File: config.mk
export PLATFORM = sky130hd
export DESIGN_NAME = puzzle_picker
export DESIGN_NICKNAME = d
export VERILOG_FILES = /design/src/rtl/puzzle_picker.sv
export SDC_FILE = /design/constraint.sdc
export NUM_CORES = 1
export LEC_CHECK = 0
export ABC_AREA = 1
export CAP_MARGIN = 20
export CORE_MARGIN = 2
export CORE_UTILIZATION = 63
export CTS_CLUSTER_DIAMETER = 150
export CTS_CLUSTER_SIZE = 8
export DETAILED_ROUTE_END_ITERATION = 8
export GPL_TIMING_DRIVEN = 0
export HOLD_SLACK_MARGIN = 0.12
export PLACE_DENSITY_LB_ADDON = 0.3
export SYNTH_ARGS = -nofsm -noshare
export SYNTH_HDL_FRONTEND = slang
export SYNTH_SLANG_ARGS = --single-unit
export TNS_END_PERCENT = 20
File: constraint.sdc
create_clock -name clk -period 3.1 [get_ports clk]
set_clock_uncertainty 0.1 [all_clocks]
set_input_delay 0.62 -clock clk [delete_from_list [all_inputs] [get_ports clk]]
set_output_delay 0.62 -clock clk [all_outputs]
set_load 0.01 [all_outputs]
File: src/rtl/puzzle_picker.sv
// Picks a 4-bit puzzle index per new-game request: an LFSR sets the start and a
// history mask forbids repeats until all 16 indices have been dealt.
module puzzle_picker #(
    parameter logic [15:0] SEED = 16'hACE1
) (
    input  logic       clk,
    input  logic       rst_n,
    input  logic       new_game,
    output logic [3:0] index,
    output logic       index_valid,
    output logic       busy,
    output logic [4:0] sets_left
);

    localparam logic [15:0] SEED_EFF  = (SEED == 16'h0000) ? 16'hACE1 : SEED;
    localparam logic [15:0] LFSR_TAPS = 16'hB400;
    localparam logic [15:0] FULL_MASK = 16'hFFFF;
    localparam logic [4:0]  SETS_ALL  = 5'd16;

    typedef enum logic [1:0] {
        IDLE   = 2'd0,
        SEARCH = 2'd1,
        DONE   = 2'd2
    } state_t;

    state_t      state, state_d;
    logic [15:0] lfsr;
    logic [15:0] used_mask, used_mask_d;
    logic [15:0] cand_bit, merged;
    logic [3:0]  cand, cand_d, index_d;
    logic [4:0]  sets_d;
    logic        busy_d, valid_d;

    // State register
    always_ff @(posedge clk or negedge rst_n) begin
        if (!rst_n) state <= IDLE;
        else        state <= state_d;
    end

    // Next state, probe/accept decisions and next output values
    always_comb begin
        state_d     = state;
        cand_d      = cand;
        index_d     = index;
        used_mask_d = used_mask;
        sets_d      = sets_left;
        cand_bit    = 16'(1) << cand;
        merged      = used_mask | cand_bit;
        case (state)
            IDLE: begin
                if (new_game) begin
                    cand_d  = lfsr[3:0];
                    state_d = SEARCH;
                end
            end
            SEARCH: begin
                if (!used_mask[cand]) begin
                    index_d = cand;
                    state_d = DONE;
                    // Round ends: keep only the just-dealt index so it cannot repeat next
                    if (merged == FULL_MASK) begin
                        used_mask_d = cand_bit;
                        sets_d      = 5'd15;
                    end else begin
                        used_mask_d = merged;
                        sets_d      = sets_left - 5'd1;
                    end
                end else begin
                    cand_d = cand + 4'd1;
                end
            end
            DONE:    state_d = IDLE;
            default: state_d = IDLE;
        endcase
        busy_d  = (state_d != IDLE);
        valid_d = (state_d == DONE);
    end

    // Datapath and registered outputs; the LFSR free-runs in every state
    always_ff @(posedge clk or negedge rst_n) begin
        if (!rst_n) begin
            lfsr        <= SEED_EFF;
            cand        <= 4'd0;
            index       <= 4'd0;
            used_mask   <= 16'h0000;
            sets_left   <= SETS_ALL;
            busy        <= 1'b0;
            index_valid <= 1'b0;
        end else begin
            lfsr        <= {1'b0, lfsr[15:1]} ^ (lfsr[0] ? LFSR_TAPS : 16'h0000);
            cand        <= cand_d;
            index       <= index_d;
            used_mask   <= used_mask_d;
            sets_left   <= sets_d;
            busy        <= busy_d;
            index_valid <= valid_d;
        end
    end

endmodule

==> results of run 1 <==
## layer usage
layer | GRT usage, % | vias to the layer above
li1 | - | 973
met1 | 37.8 | 931
met2 | 45.1 | 56
met3 | 5.57 | 12
met4 | 11.2 | 0
met5 | 0 | -
## worst paths after layout
check                      startpoint      endpoint  slack (ns)  depth (start not counted)
setup / recovery              cand[1]  used_mask[7]        0.90                         12
hold / removal                lfsr[4]       lfsr[3]        0.25                          0
setup reg to reg              cand[1]  used_mask[7]        0.90                         12
hold reg to reg               lfsr[4]       lfsr[3]        0.25                          0
max in group asynchronous       rst_n      lfsr[15]        1.72                          3
min in group asynchronous       rst_n  used_mask[6]        0.62                          2
## per-stage QoR
step                      setup slack, ns  util [%]  instances
after floorplan                      1.26         -        302
after global placement             0.0382      72.0        363
after detailed placement            0.937      72.4        364
after CTS                           0.917      75.4        373
after global routing                0.717      75.4        373
final                               0.904      75.4        373
## power by group
group	internal, uW	switching, uW
Combinational	344	553
Sequential	753	86.5
Clock	185	223
Total	1280	863
## flip-flops by register name, indices dropped and copies added (netlist names)
name,flops
busy,1
cand,4
used_mask,16
index,4
lfsr,16
index_valid,1
state,2
sets_left,5
## layout by cell type, fill, tap and decap left out, drive strengths merged, types with 9 or more instances in the layout
master	netlist	final
nand2	123	123
dfrtp	40	40
nand3	33	33
inv	26	27
nor2	22	22
or2	12	12
clkdlybuf4s50	0	12
o21ai	12	12
buf	10	12
dfstp	9	9
## cells by family (layout without fill, tap and decap cells)
| kind of cell | after synthesis | after routing |
|---|---|---|
| xor gates and xnor gates | 6 | 6 |
| AOI/OAI and AO/OA | 14 | 14 |
| DFF | 49 | 49 |
| buffers and inverters | 36 | 59 |
| and+or+nand+nor | 190 | 190 |
| adders and majority gates | 7 | 7 |
## layout make-up
class                           count  area [sq um]  share of cell area, %
Clock buffer                        6          82.6                   2.95
Timing Repair Buffer               15           155                   5.54
Buffer                             10          91.3                   3.26
Tap cell                           48          60.1                   2.14
Multi-Input combinational cell    217          1060                   37.8
Clock inverter                      2          17.5                  0.625
Inverter                           26          97.6                   3.48
Sequential cell                    49          1240                   44.2
==> flow_summary.ini, run 1 <==
[place]
placed_cell_area_sq_um = 2690
port_buffers = 13
place_congestion = 0.940
hpwl_um = 3750

[synth]
synth-edff-count = 0
ys_types = 21
syn_area_per_cell_sq_um = 8.23
muxShareOfSynthArea_pct = 0
synth_top_family_by_area = simple AND/OR/NAND/NOR gates
synthesis.nets = 312
yosysSeqAreaShare_pct = 49.8
ys_ff_latch = 49
synthAdderAreaFrac_pct = 3.52
synth_area_leaders = dfrtp_1, nand2_1, dfstp_2
synth_flop_cell = dfrtp_1
syn-cell-area_sq_um = 2490
synthSimpleGateAreaFrac_pct = 34.0
ys_warn_count = 0
synth-xor-area-share_pct = 2.11
synth.most_common_cell = nand2_1
synth_area_leader_cell = dfrtp_1
synth_compound_area_share_pct = 3.02
netlist_top_cells_count = nand2_1, dfrtp_1, nand3_1
syn_inst = 302
synth_top_cell_area_share_pct = 40.3
synthArstFlopShare_pct = 100

[final_layout]
final_area_sq_um = 2800
n_fill_cell = 266
nets = 334
drive_gt1_share_pct = 15.7
area_growth_pct = 12.7
diodes = 0

[critical_path]
worst-path-buf-inv = 2
critPathMostFrequentCell = nand2_1
worst_setup_path_end_kind = flop
worstSetupStartpointType = flop
critical_path_class = flop to flop
crit_fanout = 10
critical-path-max-stage-delay_ns = 0.50
cp_top_family = simple AND/OR/NAND/NOR gates
path_cells = inv_1 -> ha_1 -> nand3_1 -> nand2_1 -> nand2_1 -> nor2_1 -> nand2_1 -> nor2_4 -> nand2_4 -> buf_6 -> nand2_2 -> nand2_1
worst_path_max_delay_cell = dfrtp_1
cp.required_ns = 3.20
arrival_ns = 2.30

[status]
status = complete, no violations

[global_routing]
grt_max_degree = 38
grt_pass1_vias = 2002
track_usage_pct = 28.2
grt_overflow = 0
grt_pass1_wl_um = 9210
antenna_found_initial = 0

[drt]
wirelength_um = 5310
top_layer = met4
drtAntennaViolNets = 0
drcViolationCount = 0
dr_wl_met2_um = 2640
met3WireLength_um = 272
post_drt_wl_per_cell_um = 14.2
num_vias = 1972
drt-vias-per-instance = 5.29
initialDrtViolationCount = 184
first_pass_iters = 4
wirelength_met1_um = 2270

[cts]
post_cts_resized = 0
cts_buffer_depth = 2
clkTransAtPathRegs_ns = 0.10
h-tree-depth = 2
cts_setup_buffers = 0
hold_buffers = 1
cts.root.buffer_cell = clkbuf_8
cts_buffers = 5
cts_sinks = 49
clk_latency_ns = 0.31
cts_tree = built

[pwr]
irDropWorstVdd_mv = 0.504
p_total_uw = 2150
power_leakage_uw = 0.00146
power.density_nw_per_um2 = 766

[die]
die_h_um = 66.8
fp.dieW_um = 66.8
core_area_sq_um = 3720
placementRows = 22
num_io_pins = 14
start_util_pct = 66.9
dieArea_sq_um = 4460

[hold_path]
hold_path.class = flop to flop

[sta]
rsz0062_at_grt = no
hold_ws_ns = 0.252
min_period_ns = 2.20
max-slew-margin-rel_pct = 75.1
maxSlewViolCount = 0
setup_viol = 0
fmax_mhz = 455
tightest_slew_ns = 0.371
finalSetupTns_ns = 0
finalCritPeriodShare_pct = 70.8
finalHoldViolCount = 0

[run]
max_cap_violations = 0
(Power assumes the default switching activity.)
==> inputs of run 2 (changes only) <==
- CORE_UTILIZATION: 63 -> 53
- clock period: 3.1 -> 1.8 ns (I/O delays scaled with it)
==> flow_summary.ini, run 2 (synthesis results as in run 1) <==
[status]
status = complete, but fails checks
failed_checks = negative setup slack

[die]
fp.dieW_um = 72.5
dieArea_sq_um = 5250
start_util_pct = 55.9
num_io_pins = 14
core_area_sq_um = 4440
die_h_um = 72.5
placementRows = 24

[critical_path]
worst_setup_path_end_kind = flop
worstSetupStartpointType = flop
critical_path_class = flop to flop
crit_fanout = 6
cp.required_ns = 1.91
arrival_ns = 2.16
r2r_cells = 13

[final_layout]
nets = 363
final_area_sq_um = 3440
drive_gt1_share_pct = 38.4
area_growth_pct = 38.5
mostFrequentLayoutCell = nand2_1
post-route-util_pct = 77.5
largestRegisters = lfsr: 16 flops, used_mask: 16 flops, sets_left: 5 flops
final_cells = 406
final_cell_mix = nand2_1, dfrtp_1, nand2_2
n_fill_cell = 291
regArea_sq_um = 1240
diodes = 0
multiInputGateArea_sq_um = 1360

[sta]
max-slew-margin-rel_pct = 76.0
fin_ws_ns = -0.246
maxSlewViolCount = 0
fmax_mhz = 489
finalHoldViolCount = 0
rsz0062_at_grt = yes
finalCritPeriodShare_pct = 114
tightest_slew_ns = 0.360
setup_viol = 32
min_period_ns = 2.05
hold_ws_ns = 0.256

[global_routing]
track_usage_pct = 25.3
grt_max_degree = 37
grt_pass1_wl_um = 9980
grt_overflow = 0
grt_pass1_vias = 2101
antenna_found_initial = 0

[place]
hpwl_um = 3690
placed_cell_area_sq_um = 2730
port_buffers = 13
dp.cells = 368
place_congestion = 0.885

[cts]
cts_sinks = 49
cts.root.buffer_cell = clkbuf_8
cts_buffers = 5
cts_tree = built
clk_latency_ns = 0.31
clkTransAtPathRegs_ns = 0.10
h-tree-depth = 2
cts_buffer_depth = 2

[drt]
drt-vias-per-instance = 5.35
first_pass_iters = 4
wirelength_um = 6830
post_drt_wl_per_cell_um = 16.8
num_vias = 2173
initialDrtViolationCount = 167
drtAntennaViolNets = 0
drcViolationCount = 0

[hold_path]
min_delay_path_depth = 0
hold_path.class = flop to flop

[pwr]
power_leakage_uw = 0.00167
p_total_uw = 4550
power.density_nw_per_um2 = 1320
irDropWorstVdd_mv = 0.836

[run]
max_cap_violations = 0
==> run 2: final timing paths <==
| path | from | end | slack, ns |
|---|---|---|---|
| min in group asynchronous | rst_n | used_mask[8] | 0.37 |
| max in group asynchronous | rst_n | lfsr[0] | 0.65 |
| worst min register to register | lfsr[4] | lfsr[3] | 0.26 |
| worst min-delay path | lfsr[4] | lfsr[3] | 0.26 |
| worst max register to register | cand[0] | used_mask[3] | -0.25 |
| worst max-delay path | cand[0] | used_mask[3] | -0.25 |
==> run 2: per-stage QoR <==
step           setup slack [ns]  setup TNS (ns)
6_report                 -0.246           -5.39
5_1_grt                  -0.340           -8.25
4_1_cts                 -0.0999           -2.13
3_5_place_dp             -0.411           -7.27
3_3_place_gp              -1.08          -55.26
2_1_floorplan           0.00584               0
==> run 2: critical path, cell delays in order, from the launching register on <==
cell and delay [ns]:
dfrtp_2 0.48, clkinv_4 0.14, buf_4 0.16, nand2_1 0.06, nand3_1 0.07, nand2_1 0.08
nor2_1 0.04, nand2_1 0.15, nand2_2 0.11, nor2_4 0.15, nand2_4 0.11, buf_4 0.15
nand2_1 0.08, nand2_1 0.05
==> run 2: repair_timing <==
| item | in CTS | in global routing |
|---|---|---|
| pin swaps | 11 | 31 |
| hold buffers | 1 | 0 |
| gates cloned | 2 | 1 |
| resized for setup | 37 | 59 |
| hold endpoints to repair | 12 | 0 |
| endpoints found under the setup margin | 29 | 31 |
| buffers inserted | 20 | 6 |
==> run 2: area by class of cell <==
cell class	instances	share of cell area [%]
sequential	49	36.0
multi-input combinational	217	39.4
inverter	26	3.20
buffer	10	3.74
clock buffer	5	2.00
tap	52	1.89
clock inverter	3	0.836
timing repair buffer	44	12.9
==> run 2: per-layer routing <==
layer	vias to the layer above	GRT usage [%]	share of wire [%]
met3	16	5.28	5.3
met1	1042	32.2	42
met4	0	11.1	2.7
met5	-	0	0
li1	1034	-	-
met2	81	41.8	50
==> run 2: where the power goes <==
part           total [uW]  switching (uW)  internal, uW
logic                2380            1280          1110
clock network         708             417           291
registers            1460             160          1300
==> inputs of run 3 (changes only) <==
- CORE_UTILIZATION: 53 -> 50
- PLACE_DENSITY: not set -> 0.75
- PLACE_DENSITY_LB_ADDON: 0.3 -> not set
==> flow_summary.ini, run 3 (synthesis results as in run 1) <==
[drt]
wirelength_um = 5930
drtAntennaViolNets = 0
post_drt_wl_per_cell_um = 14.4
num_vias = 2054
drcViolationCount = 0
initialDrtViolationCount = 144
first_pass_iters = 4
drt-vias-per-instance = 4.99

[pwr]
power.density_nw_per_um2 = 1280
power_leakage_uw = 0.00161
irDropWorstVdd_mv = 0.723
seqPwrFrac_pct = 34.9
p_int_uw = 2500
netSwitchingPower_uw = 1640
combPwrFrac_pct = 48.0
clock_power_share_pct = 17.1
switching_share_pct = 39.6

[sta]
max-slew-margin-rel_pct = 76.6
fin_ws_ns = -0.189
finalCritPeriodShare_pct = 110
finalHoldViolCount = 0
min_period_ns = 1.99
maxSlewViolCount = 0
fmax_mhz = 503
rsz0062_at_grt = yes
tightest_slew_ns = 0.350
setup_viol = 28
finalSetupTns_ns = -3.72

[die]
num_io_pins = 14
die_h_um = 74.5
placementRows = 25
core_area_sq_um = 4750
dieArea_sq_um = 5550
start_util_pct = 52.3
fp.dieW_um = 74.5

[place]
hpwl_um = 3690
dp.cells = 383
post-place-ws_ns = -0.357
place_congestion = 0.907
port_buffers = 13

[global_routing]
antenna_found_initial = 0
grt_overflow = 0
grt_pass1_wl_um = 9490
track_usage_pct = 23.2
grt_max_degree = 38
grt_pass1_vias = 1976

[status]
failed_checks = negative setup slack
status = complete, but fails checks

[final_layout]
diodes = 0
n_fill_cell = 391
area_growth_pct = 29.7
nets = 354
mostFrequentLayoutCell = nand2_1
drive_gt1_share_pct = 28.4
final_cell_mix = nand2_1, dfrtp_1, nand3_1
final_cells = 412
largestRegisters = lfsr: 16 flops, used_mask: 16 flops, sets_left: 5 flops

[cts]
cts.root.buffer_cell = clkbuf_8
clk_latency_ns = 0.32
h-tree-depth = 2
cts_buffer_depth = 2
cts_tree = built
cts_buffers = 5
cts_sinks = 49
clkTransAtPathRegs_ns = 0.11

[critical_path]
worst_setup_path_end_kind = flop
crit_fanout = 5
worstSetupStartpointType = flop
arrival_ns = 2.10
cp.required_ns = 1.91
critical_path_class = flop to flop

[run]
max_cap_violations = 0

[hold_path]
hold_path.class = flop to flop
run 3: metal layers:
| layer | wire (um) | up-vias | track usage [%] |
|---|---|---|---|
| met5 | 0 | - | 0 |
| met3 | 343 | 16 | 5.28 |
| met2 | 2790 | 58 | 36.1 |
| met4 | 157 | 0 | 8.93 |
| li1 | - | 1012 | - |
| met1 | 2630 | 968 | 31.8 |
run 3: layout make-up:
cell class	instances	area, sq um	share of cell area, %
timing repair buffer	35	373	11.6
sequential	49	1240	38.5
buffer	10	121	3.76
multi-input combinational	217	1190	37.1
clock buffer	5	68.8	2.13
clock inverter	3	33.8	1.05
tap	67	83.8	2.60
inverter	26	108	3.34
run 3: critical path, stage by stage (launching register included):
cell       delay (ns)
dfrtp_2          0.47
buf_12           0.13
ha_4             0.15
ha_4             0.15
a21o_1           0.16
nand2_1          0.07
nor2_2           0.11
nand2_2          0.07
nor2_4           0.10
nand2_4          0.10
clkbuf_16        0.18
nand2_2          0.05
nand2_1          0.04
run 3: timing repair:
action / in CTS / in global routing
pin swaps: 3 / 12
buffers inserted: 12 / 6
endpoints found under the hold margin: 12 / 0
resized for setup: 23 / 24
setup endpoints to repair: 29 / 32
hold buffers: 1 / 0
gates cloned: 1 / 1
run 3: power groups by stage:
stage / Combinational (uW) / Clock, uW / Sequential (uW)
6_report: 1980 / 709 / 1440
4_1_cts: 1810 / 723 / 1440
3_5_place_dp: 1510 / 0 / 1460
3_3_place_gp: 1490 / 0 / 1460
5_1_grt: 2200 / 776 / 1470
2_1_floorplan: 973 / 0 / 1480
run 3: path summary, 6_finish.rpt:
check / cells after the start / slack (ns) / end / startpoint
min: 0 / 0.26 / lfsr[5] / lfsr[6]
max reg2reg: 12 / -0.19 / used_mask[11] / cand[1]
min reg2reg: 0 / 0.26 / lfsr[5] / lfsr[6]
min in group asynchronous: 2 / 0.35 / used_mask[12] / rst_n
max: 12 / -0.19 / used_mask[11] / cand[1]
max in group asynchronous: 3 / 0.68 / sets_left[4] / rst_n
run 3: stage by stage:
step / hold slack [ns] / total power [uW] / cell area, sq um / util, %
CTS: 0.264 / 3980 / 3070 / 64.5
floorplan: -0.0356 / 2450 / 2520 / -
detailed placement: 0.173 / 2970 / 2750 / 57.8
global placement: 0.233 / 2950 / 2730 / 57.4
finish: 0.259 / 4140 / 3220 / 67.8
global route: 0.267 / 4440 / 3220 / 67.8
